<file path="src/rtl/div_pkg.sv">
// ----------------------------------------------------------------------------
// div_pkg
// Shared types and helpers for the multicycle restoring divider.
//   div_state_t : FSM encoding (IDLE, RUN, FIX)
//   DIV_WIDTH   : default operand width
//   DIV_CNT_W   : iteration-counter width for the default operand width
//   div_cnt_w() : counter width as a function of an arbitrary operand width
//   div_abs()   : conditional two's-complement negate on a wide word. Callers
//                 zero-extend into div_word_t and truncate the result back, so
//                 any operand width up to DIV_MAX_W bits is supported.
// ----------------------------------------------------------------------------
package div_pkg;

    typedef enum logic [1:0] {
        IDLE = 2'd0,
        RUN  = 2'd1,
        FIX  = 2'd2
    } div_state_t;

    localparam int DIV_WIDTH = 64;
    localparam int DIV_MAX_W = 128;

    typedef logic [DIV_MAX_W-1:0] div_word_t;

    function automatic int div_cnt_w(input int width);
        return (width > 1) ? $clog2(width) : 1;
    endfunction

    localparam int DIV_CNT_W = div_cnt_w(DIV_WIDTH);

    // Negation modulo 2^DIV_MAX_W; truncating the result to a narrower width
    // yields the correct negation modulo that width.
    function automatic div_word_t div_abs(input div_word_t value, input logic negate);
        return negate ? (~value + div_word_t'(1)) : value;
    endfunction

endpackage

</file>
<file path="src/rtl/adder.sv">
// ----------------------------------------------------------------------------
// adder
// Single full-adder bit cell with an add/subtract control. With i_sub=1 the
// b operand is inverted; chaining cells with carry-in 1 at bit 0 forms a - b.
//   i_a, i_b : operand bits
//   i_cin    : carry in
//   i_sub    : 1 = subtract (invert i_b)
//   o_sum    : sum bit
//   o_cout   : carry out (for subtraction, 1 = no borrow)
// ----------------------------------------------------------------------------
module adder (
    input  logic i_a,
    input  logic i_b,
    input  logic i_cin,
    input  logic i_sub,
    output logic o_sum,
    output logic o_cout
);

    logic w_b;

    assign w_b    = i_b ^ i_sub;
    assign o_sum  = i_a ^ w_b ^ i_cin;
    assign o_cout = (i_a & w_b) | (i_a & i_cin) | (w_b & i_cin);

endmodule

</file>
<file path="src/rtl/div_step.sv">
// ----------------------------------------------------------------------------
// div_step
// One combinational restoring-division iteration. The partial remainder is
// shifted left with the next dividend bit entering at the bottom, then the
// divisor is trial-subtracted over WIDTH+1 bits using a chain of adder cells.
//   i_prem    : current partial remainder (always < divisor)
//   i_divisor : divisor magnitude
//   i_bit     : next dividend bit (MSB first)
//   o_prem    : next partial remainder (trial result or restored value)
//   o_qbit    : quotient bit produced by this iteration
// ----------------------------------------------------------------------------
module div_step #(
    parameter int WIDTH = 64
) (
    input  logic [WIDTH-1:0] i_prem,
    input  logic [WIDTH-1:0] i_divisor,
    input  logic             i_bit,
    output logic [WIDTH-1:0] o_prem,
    output logic             o_qbit
);

    logic [WIDTH:0]   w_shift;
    logic [WIDTH:0]   w_dvs_ext;
    logic [WIDTH:0]   w_diff;
    logic [WIDTH+1:0] w_carry;
    logic             w_unused_cout;

    assign w_shift    = {i_prem, i_bit};
    assign w_dvs_ext  = {1'b0, i_divisor};
    assign w_carry[0] = 1'b1;

    for (genvar g = 0; g <= WIDTH; g++) begin : g_cell
        adder u_cell (
            .i_a    (w_shift[g]),
            .i_b    (w_dvs_ext[g]),
            .i_cin  (w_carry[g]),
            .i_sub  (1'b1),
            .o_sum  (w_diff[g]),
            .o_cout (w_carry[g+1])
        );
    end

    // The shifted remainder is below 2*divisor, so the difference always lies
    // in (-2^WIDTH, 2^WIDTH) and bit WIDTH is a true sign bit.
    assign w_unused_cout = w_carry[WIDTH+1];
    assign o_qbit        = ~w_diff[WIDTH];
    assign o_prem        = o_qbit ? w_diff[WIDTH-1:0] : w_shift[WIDTH-1:0];

endmodule

</file>
<file path="src/rtl/divider.sv">
// ----------------------------------------------------------------------------
// divider
// Multicycle restoring integer divider (DIV/DIVU). One quotient bit per cycle
// on operand magnitudes, then a sign-fix cycle. Division by zero and the
// signed MIN / -1 overflow case skip the iteration and go straight to FIX.
// Remainder sign follows the dividend (truncating division).
//
// Optional feature macro: DIVIDER_FLUSH_EN adds the `flush` input, which
// aborts an in-flight divide without producing a result.
//
// Ports:
//   clock     : clock, rising edge
//   reset_n   : synchronous active-low reset
//   start     : request a divide, sampled only while ready=1
//   is_signed : 1 = two's-complement divide, 0 = unsigned
//   dividend  : numerator
//   divisor   : denominator
//   flush     : abort in-flight divide (DIVIDER_FLUSH_EN only)
//   ready     : idle, can accept start
//   valid     : one-cycle pulse, quotient/remainder just updated
//   quotient  : result, held until the next divide completes
//   remainder : result, held until the next divide completes
// ----------------------------------------------------------------------------
module divider
    import div_pkg::*;
#(
    parameter int WIDTH = DIV_WIDTH
) (
    input  logic             clock,
    input  logic             reset_n,
    input  logic             start,
    input  logic             is_signed,
    input  logic [WIDTH-1:0] dividend,
    input  logic [WIDTH-1:0] divisor,
`ifdef DIVIDER_FLUSH_EN
    input  logic             flush,
`endif
    output logic             ready,
    output logic             valid,
    output logic [WIDTH-1:0] quotient,
    output logic [WIDTH-1:0] remainder
);

    localparam int               CNT_W   = div_cnt_w(WIDTH);
    localparam logic [WIDTH-1:0] MIN_VAL = {1'b1, {(WIDTH-1){1'b0}}};

    div_state_t       r_state;
    div_state_t       w_next_state;
    logic [CNT_W-1:0] r_cnt;
    logic [WIDTH-1:0] r_prem;
    logic [WIDTH-1:0] r_quo;
    logic [WIDTH-1:0] r_dvs;
    logic             r_q_neg;
    logic             r_r_neg;
    logic             r_fast;
    logic             r_valid;
    logic [WIDTH-1:0] r_quotient;
    logic [WIDTH-1:0] r_remainder;

    logic             w_flush;
    logic             w_ready;
    logic             w_accept;
    logic             w_run;
    logic             w_commit;

    logic             w_dvd_neg;
    logic             w_dvs_neg;
    logic [WIDTH-1:0] w_dvd_abs;
    logic [WIDTH-1:0] w_dvs_abs;
    logic             w_div_zero;
    logic             w_overflow;
    logic             w_fast;
    logic [WIDTH-1:0] w_fast_quo;
    logic [WIDTH-1:0] w_fast_rem;

    logic [WIDTH-1:0] w_step_prem;
    logic             w_step_qbit;
    logic [WIDTH-1:0] w_quo_fixed;
    logic [WIDTH-1:0] w_rem_fixed;

`ifdef DIVIDER_FLUSH_EN
    assign w_flush = flush;
`else
    assign w_flush = 1'b0;
`endif

    // ------------------------------------------------------------------------
    // Operand conditioning and fast-path detection (used only on accept)
    // ------------------------------------------------------------------------
    assign w_dvd_neg  = is_signed & dividend[WIDTH-1];
    assign w_dvs_neg  = is_signed & divisor[WIDTH-1];
    assign w_dvd_abs  = WIDTH'(div_abs(div_word_t'(dividend), w_dvd_neg));
    assign w_dvs_abs  = WIDTH'(div_abs(div_word_t'(divisor), w_dvs_neg));

    assign w_div_zero = (divisor == '0);
    assign w_overflow = is_signed & (dividend == MIN_VAL) & (&divisor);
    assign w_fast     = w_div_zero | w_overflow;

    // Divide-by-zero returns the raw dividend as remainder; overflow returns
    // MIN (which equals the dividend) with a zero remainder.
    assign w_fast_quo = w_div_zero ? '1 : dividend;
    assign w_fast_rem = w_div_zero ? dividend : '0;

    // ------------------------------------------------------------------------
    // Iteration datapath and sign correction
    // ------------------------------------------------------------------------
    div_step #(.WIDTH(WIDTH)) u_step (
        .i_prem    (r_prem),
        .i_divisor (r_dvs),
        .i_bit     (r_quo[WIDTH-1]),
        .o_prem    (w_step_prem),
        .o_qbit    (w_step_qbit)
    );

    assign w_quo_fixed = WIDTH'(div_abs(div_word_t'(r_quo),  r_q_neg & ~r_fast));
    assign w_rem_fixed = WIDTH'(div_abs(div_word_t'(r_prem), r_r_neg & ~r_fast));

    // ------------------------------------------------------------------------
    // FSM
    // ------------------------------------------------------------------------
    // NOTE: sequential state is written only with non-blocking assignments so
    // every flop samples pre-edge values regardless of block ordering.
    always_ff @(posedge clock) begin
        if (!reset_n) begin
            r_state <= IDLE;
        end else begin
            r_state <= w_next_state;
        end
    end

    // NOTE: every output of this block gets a default before the case so no
    // path leaves a signal unassigned, which would infer a latch.
    always_comb begin
        w_next_state = r_state;
        w_ready      = 1'b0;
        w_accept     = 1'b0;
        w_run        = 1'b0;
        w_commit     = 1'b0;
        unique case (r_state)
            IDLE: begin
                w_ready = 1'b1;
                if (start && !w_flush) begin
                    w_accept     = 1'b1;
                    w_next_state = w_fast ? FIX : RUN;
                end
            end
            RUN: begin
                if (w_flush) begin
                    w_next_state = IDLE;
                end else begin
                    w_run = 1'b1;
                    if (r_cnt == '0) begin
                        w_next_state = FIX;
                    end
                end
            end
            FIX: begin
                w_next_state = IDLE;
                w_commit     = !w_flush;
            end
            default: begin
                w_next_state = IDLE;
            end
        endcase
    end

    // ------------------------------------------------------------------------
    // Working registers and results
    // ------------------------------------------------------------------------
    // NOTE: the datapath registers are reset along with the control so the
    // counter and outputs come up at defined values; none of them is a
    // memory array, so the reset costs nothing structurally.
    always_ff @(posedge clock) begin
        if (!reset_n) begin
            r_cnt       <= '0;
            r_prem      <= '0;
            r_quo       <= '0;
            r_dvs       <= '0;
            r_q_neg     <= 1'b0;
            r_r_neg     <= 1'b0;
            r_fast      <= 1'b0;
            r_valid     <= 1'b0;
            r_quotient  <= '0;
            r_remainder <= '0;
        end else begin
            r_valid <= w_commit;

            if (w_accept) begin
                r_cnt   <= CNT_W'(WIDTH - 1);
                r_dvs   <= w_dvs_abs;
                r_q_neg <= w_dvd_neg ^ w_dvs_neg;
                r_r_neg <= w_dvd_neg;
                r_fast  <= w_fast;
                // The quotient register starts out holding the dividend
                // magnitude; its bits shift out into the partial remainder as
                // quotient bits shift in at the bottom.
                r_prem  <= w_fast ? w_fast_rem : '0;
                r_quo   <= w_fast ? w_fast_quo : w_dvd_abs;
            end else if (w_run) begin
                r_cnt  <= r_cnt - CNT_W'(1);
                r_prem <= w_step_prem;
                r_quo  <= {r_quo[WIDTH-2:0], w_step_qbit};
            end

            if (w_commit) begin
                r_quotient  <= w_quo_fixed;
                r_remainder <= w_rem_fixed;
            end
        end
    end

    assign ready     = w_ready;
    assign valid     = r_valid;
    assign quotient  = r_quotient;
    assign remainder = r_remainder;

endmodule

</file>
<file path="config.mk">
export PLATFORM = sky130hd
export DESIGN_NAME = divider
export DESIGN_NICKNAME = d
export VERILOG_FILES = /design/src/rtl/div_pkg.sv /design/src/rtl/adder.sv /design/src/rtl/div_step.sv /design/src/rtl/divider.sv
export SDC_FILE = /design/constraint.sdc
export NUM_CORES = 1
export LEC_CHECK = 0
export ABC_AREA = 0
export CORE_MARGIN = 2
export CORE_UTILIZATION = 51
export DETAILED_ROUTE_END_ITERATION = 7
export PLACE_DENSITY_LB_ADDON = 0.3
export SYNTH_ARGS = -nofsm -noshare
export SYNTH_HDL_FRONTEND = slang
export SYNTH_SLANG_ARGS = --single-unit
</file>
<file path="constraint.sdc">
create_clock -name clock -period 24 [get_ports clock]
set_clock_uncertainty 0.2 [all_clocks]
set_input_delay 3.6 -clock clock [delete_from_list [all_inputs] [get_ports clock]]
set_output_delay 3.6 -clock clock [all_outputs]
set_load 0.05 [all_outputs]
</file>
After elaboration in Yosys (flattened, before gate mapping)
Cells that the tools add are included.

cells by class
  add/sub/neg operators = 5
  equality and inequality tests = 5
  multiplexer cells = 24
  bitwise logic cells = 526
  reductions and logical operators = 6

operators by type and width
  cell                     number
  $mux W64                 13
  $add A64 B1 Y64 const B  4
  $not A64 Y64             4
  $and A1 B1 Y1            196
  $or A1 B1 Y1             129
  $xor A1 B1 Y1            129
  $not A1 Y1               68
  $eq A64 B64 Y1 const B   1
  $logic_not A64 Y1        1
  $reduce_and A64 Y1       1
  $mux W6                  2
  $logic_not A6 Y1         1
  $mux W2                  3
  $sub A6 B1 Y6 const B    1
  $mux W1                  5
  $ne A2 B2 Y1 const B     2
  $pmux W2 S2              1
  $eq A2 B1 Y1 const B     1
  $eq A2 B2 Y1 const B     1
  $logic_not A2 Y1         1
  $reduce_and A2 Y1        1
  $reduce_bool A2 Y1       1

word-level totals
  register bits = 332
  input bits = 132
  output and inout bits = 130
  logic and storage cells = 577

Logic depth before layout (Yosys ltp)
  depth in word-level cells = 197
  mapped depth = 73
  mapped depth without buffers = 71

By module
Synthesis repeated with hierarchy kept, for this count alone.

second synthesis, totals
  cell total of the unflattened synthesis = 2676
  area total of the unflattened synthesis = 21662.0 um^2

modules (own cells, without submodules)
  module    times used  cells an instance  area each (um^2)  sequential area each (um^2)
  divider   1           2212               17827.1           6646.4
  adder     65          6                  43.8              0.0
  div_step  1           74                 988.4             0.0

Worst setup path after synthesis
Ideal clock, no wire load.

  kind = reg2reg
  from = reg r_quo[63]
  to = reg r_prem[25]
  setup time = 0.146 ns
  data arrival time = 25.671 ns
  data required time = 23.654 ns
  setup slack = -2.017 ns
  cell stages (with the launch flop) = 74
  path buffers = 2
  clock period less this slack = 26.017 ns
  cell sequence = dfxtp_1 > inv_1 > ha_1 > fa_1 > fa_1 > fa_1 > fa_1 > fa_1 > fa_1 > fa_1 > fa_1 > fa_1 > fa_1 > fa_1 > fa_1 > fa_1 > fa_1 > fa_1 > [38 not listed] > fa_1 > fa_1 > fa_1 > fa_1 > fa_1 > fa_1 > fa_1 > fa_1 > fa_1 > fa_1 > xnor2_1 > clkbuf_1 > buf_1 > nand2_1 > o21ai_0 > a21oi_1 > a21oi_1 > a211oi_2

on the way
  longest elaborated chain between the ends = 196
  elaborated cells on any way between the ends = 260
  classes of those cells = 3 x mux; 257 x bitwise

RTL lines
  item                           RTL line        RTL
  start: declaration             divider.sv:51   logic [WIDTH-1:0] r_quo;
  start signal: assignment       divider.sv:198  r_quo <= w_fast ? w_fast_quo : w_dvd_abs;
  start signal: assignment       divider.sv:202  r_quo <= {r_quo[WIDTH-2:0], w_step_qbit};
  $and A1 B1 Y1                  adder.sv:24     assign o_cout = (i_a & w_b) | (i_a & i_cin) | (w_b & i_cin);
  $or A1 B1 Y1 (*) (2 in a row)  adder.sv:24
  $and A1 B1 Y1                  adder.sv:24
  $or A1 B1 Y1                   adder.sv:24
  $or A1 B1 Y1 (*)               adder.sv:24
  $and A1 B1 Y1                  adder.sv:24
  $or A1 B1 Y1                   adder.sv:24
  $or A1 B1 Y1 (*)               adder.sv:24
  [177 not listed]               -
  $and A1 B1 Y1                  adder.sv:24
  $or A1 B1 Y1 (2 in a row)      adder.sv:24
  $and A1 B1 Y1                  adder.sv:24
  $or A1 B1 Y1 (2 in a row)      adder.sv:24
  $xor A1 B1 Y1                  adder.sv:23     assign o_sum = i_a ^ w_b ^ i_cin;
  $mux W64 (*)                   div_step.sv:47  assign o_prem = o_qbit ? w_diff[WIDTH-1:0] : w_shift[WIDTH-1:0];
  $mux W64 (*)                   divider.sv:199  end else if (w_run) begin
  $mux W64 (*)                   divider.sv:188  if (w_accept) begin
  end signal: assignment         divider.sv:197  r_prem <= w_fast ? w_fast_rem : '0;
  end signal: assignment         divider.sv:201  r_prem <= w_step_prem;
  end: declaration               divider.sv:50   logic [WIDTH-1:0] r_prem;

Every way passes the cells marked *; elsewhere a longest branch is shown, timed or not. The select of a mux whose other input is x is not followed.
A chain may end at the register's enable or synchronous reset.

Final worst setup path
  from = reg r_quo[63]
  to = reg r_prem[13]

on the way
  longest elaborated chain between the ends = 196
  elaborated cells on any way between the ends = 260
  classes of those cells = 3 x mux; 257 x bitwise

RTL lines
  item                           RTL line
  $and A1 B1 Y1                  adder.sv:24
  $or A1 B1 Y1 (*) (2 in a row)  adder.sv:24
  $and A1 B1 Y1                  adder.sv:24
  $or A1 B1 Y1                   adder.sv:24
  $or A1 B1 Y1 (*)               adder.sv:24
  $and A1 B1 Y1                  adder.sv:24
  $or A1 B1 Y1                   adder.sv:24
  $or A1 B1 Y1 (*)               adder.sv:24
  [177 not listed]               -
  $and A1 B1 Y1                  adder.sv:24
  $or A1 B1 Y1 (2 in a row)      adder.sv:24
  $and A1 B1 Y1                  adder.sv:24
  $or A1 B1 Y1 (2 in a row)      adder.sv:24
  $xor A1 B1 Y1                  adder.sv:23
  $mux W64 (*)                   div_step.sv:47
  $mux W64 (*)                   divider.sv:199
  $mux W64 (*)                   divider.sv:188

Marked as above.

==> reports/metrics.cfg <==
[place]
dp_cells=3230
hpwl_mm=53.0
routabilityCongestion=0.955
place_worst_setup_slack_ns=-0.734
portBuffers=261

[clocking]
clk_latency_ns=0.57
htreeDepth=2
clk_path_buf_depth=3
cts.sinks=332
path_clk_slew_ns=0.06
cts_hold_buf=0
cts_tree=done
root_buffer=clkbuf_16
cts_buffers=38

[floorplanning]
fp.dieW_um=206
chipHeight_um=206
io_pins=262
start_util=0.514
fp.dieArea_mm2=0.0426
core_area_mm2=0.0406
rows=74

[global_routing]
grt_max_degree=87
grt_usage=0.339
grt_pass1_vias=19100
grt_pass1_wl_mm=112
grt_antenna_before_repair=2
grt-ovfl-total=0

[synth]
synth_cells=2606
synthMostInstantiatedCell=dfxtp_1
synth_common_cells=dfxtp_1, nand2_1, o21ai_0
synth.cell_area_mm2=0.0209
synthDistinctLibCells=71
async_flop_share=0
yosysTopAreaCell=dfxtp_1
synth_area_leaders=dfxtp_1, xnor2_1, fa_1, o21ai_0, nand2_1
yosys_warnings=0
ys_seq_elements=332
ys.flop_type=dfxtp_1
synth_top_area_share=0.318
syn_avg_cell_area_um2=8.01
ys_seq_area_frac=0.318
synth_fp_nets=2809
synth_edf_count=0

[drt]
drt_pass1_iterations=5
drt_iter0_drc=2083
wl_per_cell_um=22.4
ant_nets=0
route.vias.total=21100
drt-total-wl_mm=74.0
route.detailed.drc=0
via_per_inst=6.38

[critical_path]
criticalPathCategory=reg2reg
crit_buf_inv=3
end_kind=register
crit_path_frequent_cell=fa_2
cp.required_ns=24.26
critPathMaxStageDelay_ns=0.40
r2r-start=r_quo[63]
startpoint_type=register
critPathLaunch=r_quo[63]
reg2regPathDepth=73
critical_path.top_delay_family=adder cells
critical_path.max_fanout=25
slowest_stage=fa_2
cp_num_cells=73
crit_arrival_ns=24.34

[power_and_ir_drop]
swShare=0.369
total_power_mw=1.99
combPwrFrac=0.359
clockPowerShare=0.305
p_seq_frac=0.337
ir_drop_mv=0.0462
switchingPower_uw=733
power_density_mw_per_mm2=78.3
power.internal_mw=1.26
p_leak_nw=8.64

[finish]
drive_gt1_frac=0.112
fin_nets=2947
area_growth_pct=21.6
final_cell_count_no_fill=3301

[timing]
rsz0062_at_grt=true
period_minus_slack_ns=24.08
worst_slack_ns=-0.0826
max_freq_ghz=0.0415
setup_tns_ns=-0.140
slew_headroom=0.245
setup_viol=7
hold_violations=0
tightest_slew_ns=1.13
fin_crit_sh=1.00
hold_ws_ns=0.253
slew_violations=0

[min_path]
holdCritStartpoint=quotient[53]
hold-path-cell-count=2
hp-class=reg2reg

[flow_run]
cap_violations=0

[outcome]
failed_checks=setup timing
outcome=complete, but fails checks

## metrics by stage
step	util	instance area, µm²
final	0.625	25400
after global routing	0.625	25400
after CTS	0.621	25300
after detailed placement	0.586	23800
after global placement	0.586	23800
after floorplan	-	21100
## repair_timing
action / CTS / global route
gates resized for setup: 24 / 44
setup buffers: 1 / 0
pin swaps: 43 / 18
setup endpoints to repair: 65 / 65
cloned: 3 / 2
## flip-flops by register name, indices dropped and copies added, names as in the netlist
signal,cells
r_state,2
r_r_neg,1
r_quo,64
valid,1
r_prem,64
r_fast,1
remainder,64
r_q_neg,1
quotient,64
r_dvs,64
r_cnt,6
## final timing paths
check,slack [ns],to
worst max-delay path,-0.08,r_prem[13]
worst min-delay path,0.25,quotient[53]
worst max register to register,-0.08,r_prem[13]
worst min register to register,0.25,quotient[53]
## routing by layer
layer / global-route usage / part of all wire / vias up
li1: - / - / 9763
met4: 0.147 / 0.044 / 2
met5: 0 / 0.00015 / -
met2: 0.523 / 0.45 / 1093
met3: 0.0692 / 0.092 / 176
met1: 0.459 / 0.42 / 10000
## cell type report
class / instances / area (µm²)
clock buffer: 52 / 1140
antenna: 1 / 2.50
tap: 532 / 666
timing repair buffer: 307 / 3110
multi-input combinational: 1981 / 13400
clock inverter: 12 / 143
fill: 3554 / 15300
sequential: 332 / 6650
inverter: 84 / 320
## power by group through the flow
stage / Sequential [mW] / Combinational [mW] / Clock, mW
detailed placement: 0.677 / 0.627 / 0
global placement: 0.674 / 0.617 / 0
CTS: 0.665 / 0.668 / 0.610
finish: 0.669 / 0.714 / 0.605
floorplan: 0.678 / 0.449 / 0
global route: 0.675 / 0.772 / 0.631
## worst min-delay path, stage by stage (launching register included)
cell     delay, ns
dfxtp_1       0.32
nand2_1       0.05
o21ai_0       0.06
## cell usage in the layout (no fill, tap or decap), types with 54 or more instances in the layout
master	count
a211oi_1	80
clkdlybuf4s50_1	260
nand2_1	292
inv_1	82
nand3_1	54
a21oi_1	218
nor2_1	147
o21ai_0	202
xnor2_1	150
nor3_1	92
a31oi_1	78
dfxtp_1	330
fa_2	63
## logic make-up after synthesis
| logic type | Yosys count | synth area share |
|---|---|---|
| AO/OA/AOI/OAI | 835 | 0.262 |
| XOR/XNOR | 196 | 0.0822 |
| adder cells (fa/ha/maj) | 71 | 0.0652 |
| buffers and inverters | 293 | 0.0567 |
| flip-flops | 332 | 0.318 |
| multiplexers | 31 | 0.0149 |
| AND/OR/NAND/NOR | 848 | 0.201 |
(Power assumes the default switching activity.)
==> edit (config.mk and constraints unchanged) <==
The option `DIVIDER_FLUSH_EN` is turned on by a define.
--- a/src/rtl/divider.sv
+++ b/src/rtl/divider.sv
@@ -21,6 +21,8 @@
 //   quotient  : result, held until the next divide completes
 //   remainder : result, held until the next divide completes
 // ----------------------------------------------------------------------------
+`define DIVIDER_FLUSH_EN
+
 module divider
     import div_pkg::*;
 #(
Interface: changed (added flush); port bits go from 262 to 263. No check against the original RTL was run, so the function may have changed too.
==> edit against the original RTL <==
The flow still finishes with violations (negative setup slack); design area decreased by 0.25%; highest routed layer unchanged; area after synthesis decreased by 1.1%; routed wire length decreased by 4.3%; critical path depth increased by 1; maximum frequency about the same; setup slack improved by 0.015 ns; via count increased by 1.1%; sequential cell count unchanged; clock power decreased by 4.3%; total power decreased by 16%.
==> edit: results (changes against the original RTL) <==
Status
  • Status: complete, but fails checks
  • Failing checks: negative setup slack

Detailed routing
  • Via Count: 21306 (+1.1%)
  • DRT Pass-1 Iters: 7 (+2)
  • Vias per inst: 6.31 (-1.2%)
  • DRT iter0 DRCs: 2081 (-0.096%)
  • Avg WL per Cell: 21.0 microns (-6.5%)

Global route
  • Number of global-route vias before repair: 19475 (+1.7%)
  • Total Routing Usage GR: 0.326 (-0.0129)
  • Initial antenna violation count: 6 (+4)
  • Largest net degree at the start of global routing: 225 (+160%)
  • First-pass GRT wire length: 110000 microns (-2.5%)

Power and ir drop
  • Leak Pwr: 8.86 nW (+2.6%)
  • Internal power: 1.13 mW (-10%)
  • Worst vdd ir: 0.0000324 V (-30%)

Yosys
  • Synth Instances: 2681 (+2.9%)
  • Synth async-reset ratio: 0 (unchanged)
  • Top post-synthesis cells by count: nor2_1 (334), dfxtp_1 (332), a21oi_1 (309), o21ai_0 (268), clkbuf_1 (206)
  • Net count after synthesis: 2885 (+2.7%)
  • Seq/Total Area, Yosys: 0.322 (+0.00363)
  • YS warnings: 0 (unchanged)
  • Distinct cells, synth: 62 (-13%)
  • Dominant synthesized flop cell: dfxtp_1
  • Area contributors post-synth: dfxtp_1 (32%), a21oi_1 (7.5%), o21ai_0 (6.5%)

Setup path
  • R2R cell count: 74 (+1.4%)
  • Slowest-stage cell, CP: fa_2
  • Slowest stage delay, CP: 0.46 ns (+0.06 ns)
  • Setup crit end: r_prem[38]$_SDFFE_PN0P_
  • Max FO, Critical Path: 8 (-68%)
  • Worst Path Arrival: 24.29 ns (-0.05 ns)

Placement
  • Area after DPL: 0.0237 sq mm (-0.46%)
  • IO Port Bufs: 262 (+0.38%)
  • Cells after DPL: 3298 (+2.1%)
  • Hpwl dp: 50100 microns (-5.5%)
  • DP Worst Slack: -0.598 ns (+0.135 ns)
  • Final Wtd Congestion: 0.964 (+0.90%)

Worst hold path
  • Hold EP: quotient[46]$_SDFFE_PN0P_
  • Min-delay src: quotient[46]$_SDFFE_PN0P_
  • Worst hold path class: flop to flop
  • Hold Path Stages: 2 (unchanged)

CTS
  • Clock transition at the registers of the reported paths: 0.06 ns (about the same)
  • Clk_lat worst skew: 0.55 ns (-0.02 ns)
  • Num CTS Buffers: 36 (-5.3%)

Final layout
  • Final Net Count: 3026 (+2.7%)
  • Share of cells above drive strength 1: 0.0849 (-0.0274)

Timing
  • Final setup viols: 29 (+22)
  • Setup_tns: -0.620 ns (-0.480 ns)
  • Max-Slew Margin vs Limit: 0.115 (-0.129)
  • Setup ws final: -0.0678 ns (+0.0148 ns)
  • Final hold slack: 0.253 ns (+0.000493 ns)
edit: what timing repair did:
item                       4_1_cts  5_1_grt
gates resized for setup         24       83
setup endpoints to repair       65       65
cloned                           2        1
pin swaps                        3       24
buffers inserted                 1        7
edit: kinds of logic (layout without fill, tap and decap cells):
family	count (synthesis)	after routing	share of synthesized area
AOI/OAI and AO/OA	872	872	0.247
and+or+nand+nor	863	863	0.205
DFF	332	332	0.322
buffers and inverters	306	474	0.0569
xor gates and xnor gates	195	195	0.0827
adders and majority gates	71	71	0.0659
muxes	42	42	0.0204
other	0	4	0
edit: cell type report:
class / count / area [sq um]
clock inverters: 8 / 103
fillers: 3466 / 14500
well taps: 525 / 657
multi-input cells: 2043 / 13200
repair buffers: 321 / 3240
inverters: 88 / 333
clock buffers: 57 / 1130
diodes: 4 / 10.0
flip-flops and latches: 332 / 6650
edit: per-layer routing:
| layer | GRT usage | wire length (microns) |
|---|---|---|
| met2 | 0.513 | 32100 |
| met4 | 0.128 | 2580 |
| met3 | 0.0491 | 6250 |
| met5 | 0 | 10 |
| met1 | 0.450 | 29900 |
edit: power by group through the flow:
stage	Combinational [mW]	Clock, mW	Sequential [mW]
floorplan	0.272	0	0.621
global route	0.509	0.607	0.626
detailed placement	0.405	0	0.632
finish	0.466	0.579	0.623
CTS	0.422	0.584	0.620
global placement	0.398	0	0.631
edit: critical path, delay by kind of cell, from the launching register on:
family / cells / cell delay [ns]
AOI/OAI and AO/OA: 3 / 0.30
xor gates and xnor gates: 1 / 0.24
adders and majority gates: 64 / 22.24
buffers and inverters: 4 / 0.46
DFF: 1 / 0.34
and+or+nand+nor: 2 / 0.13
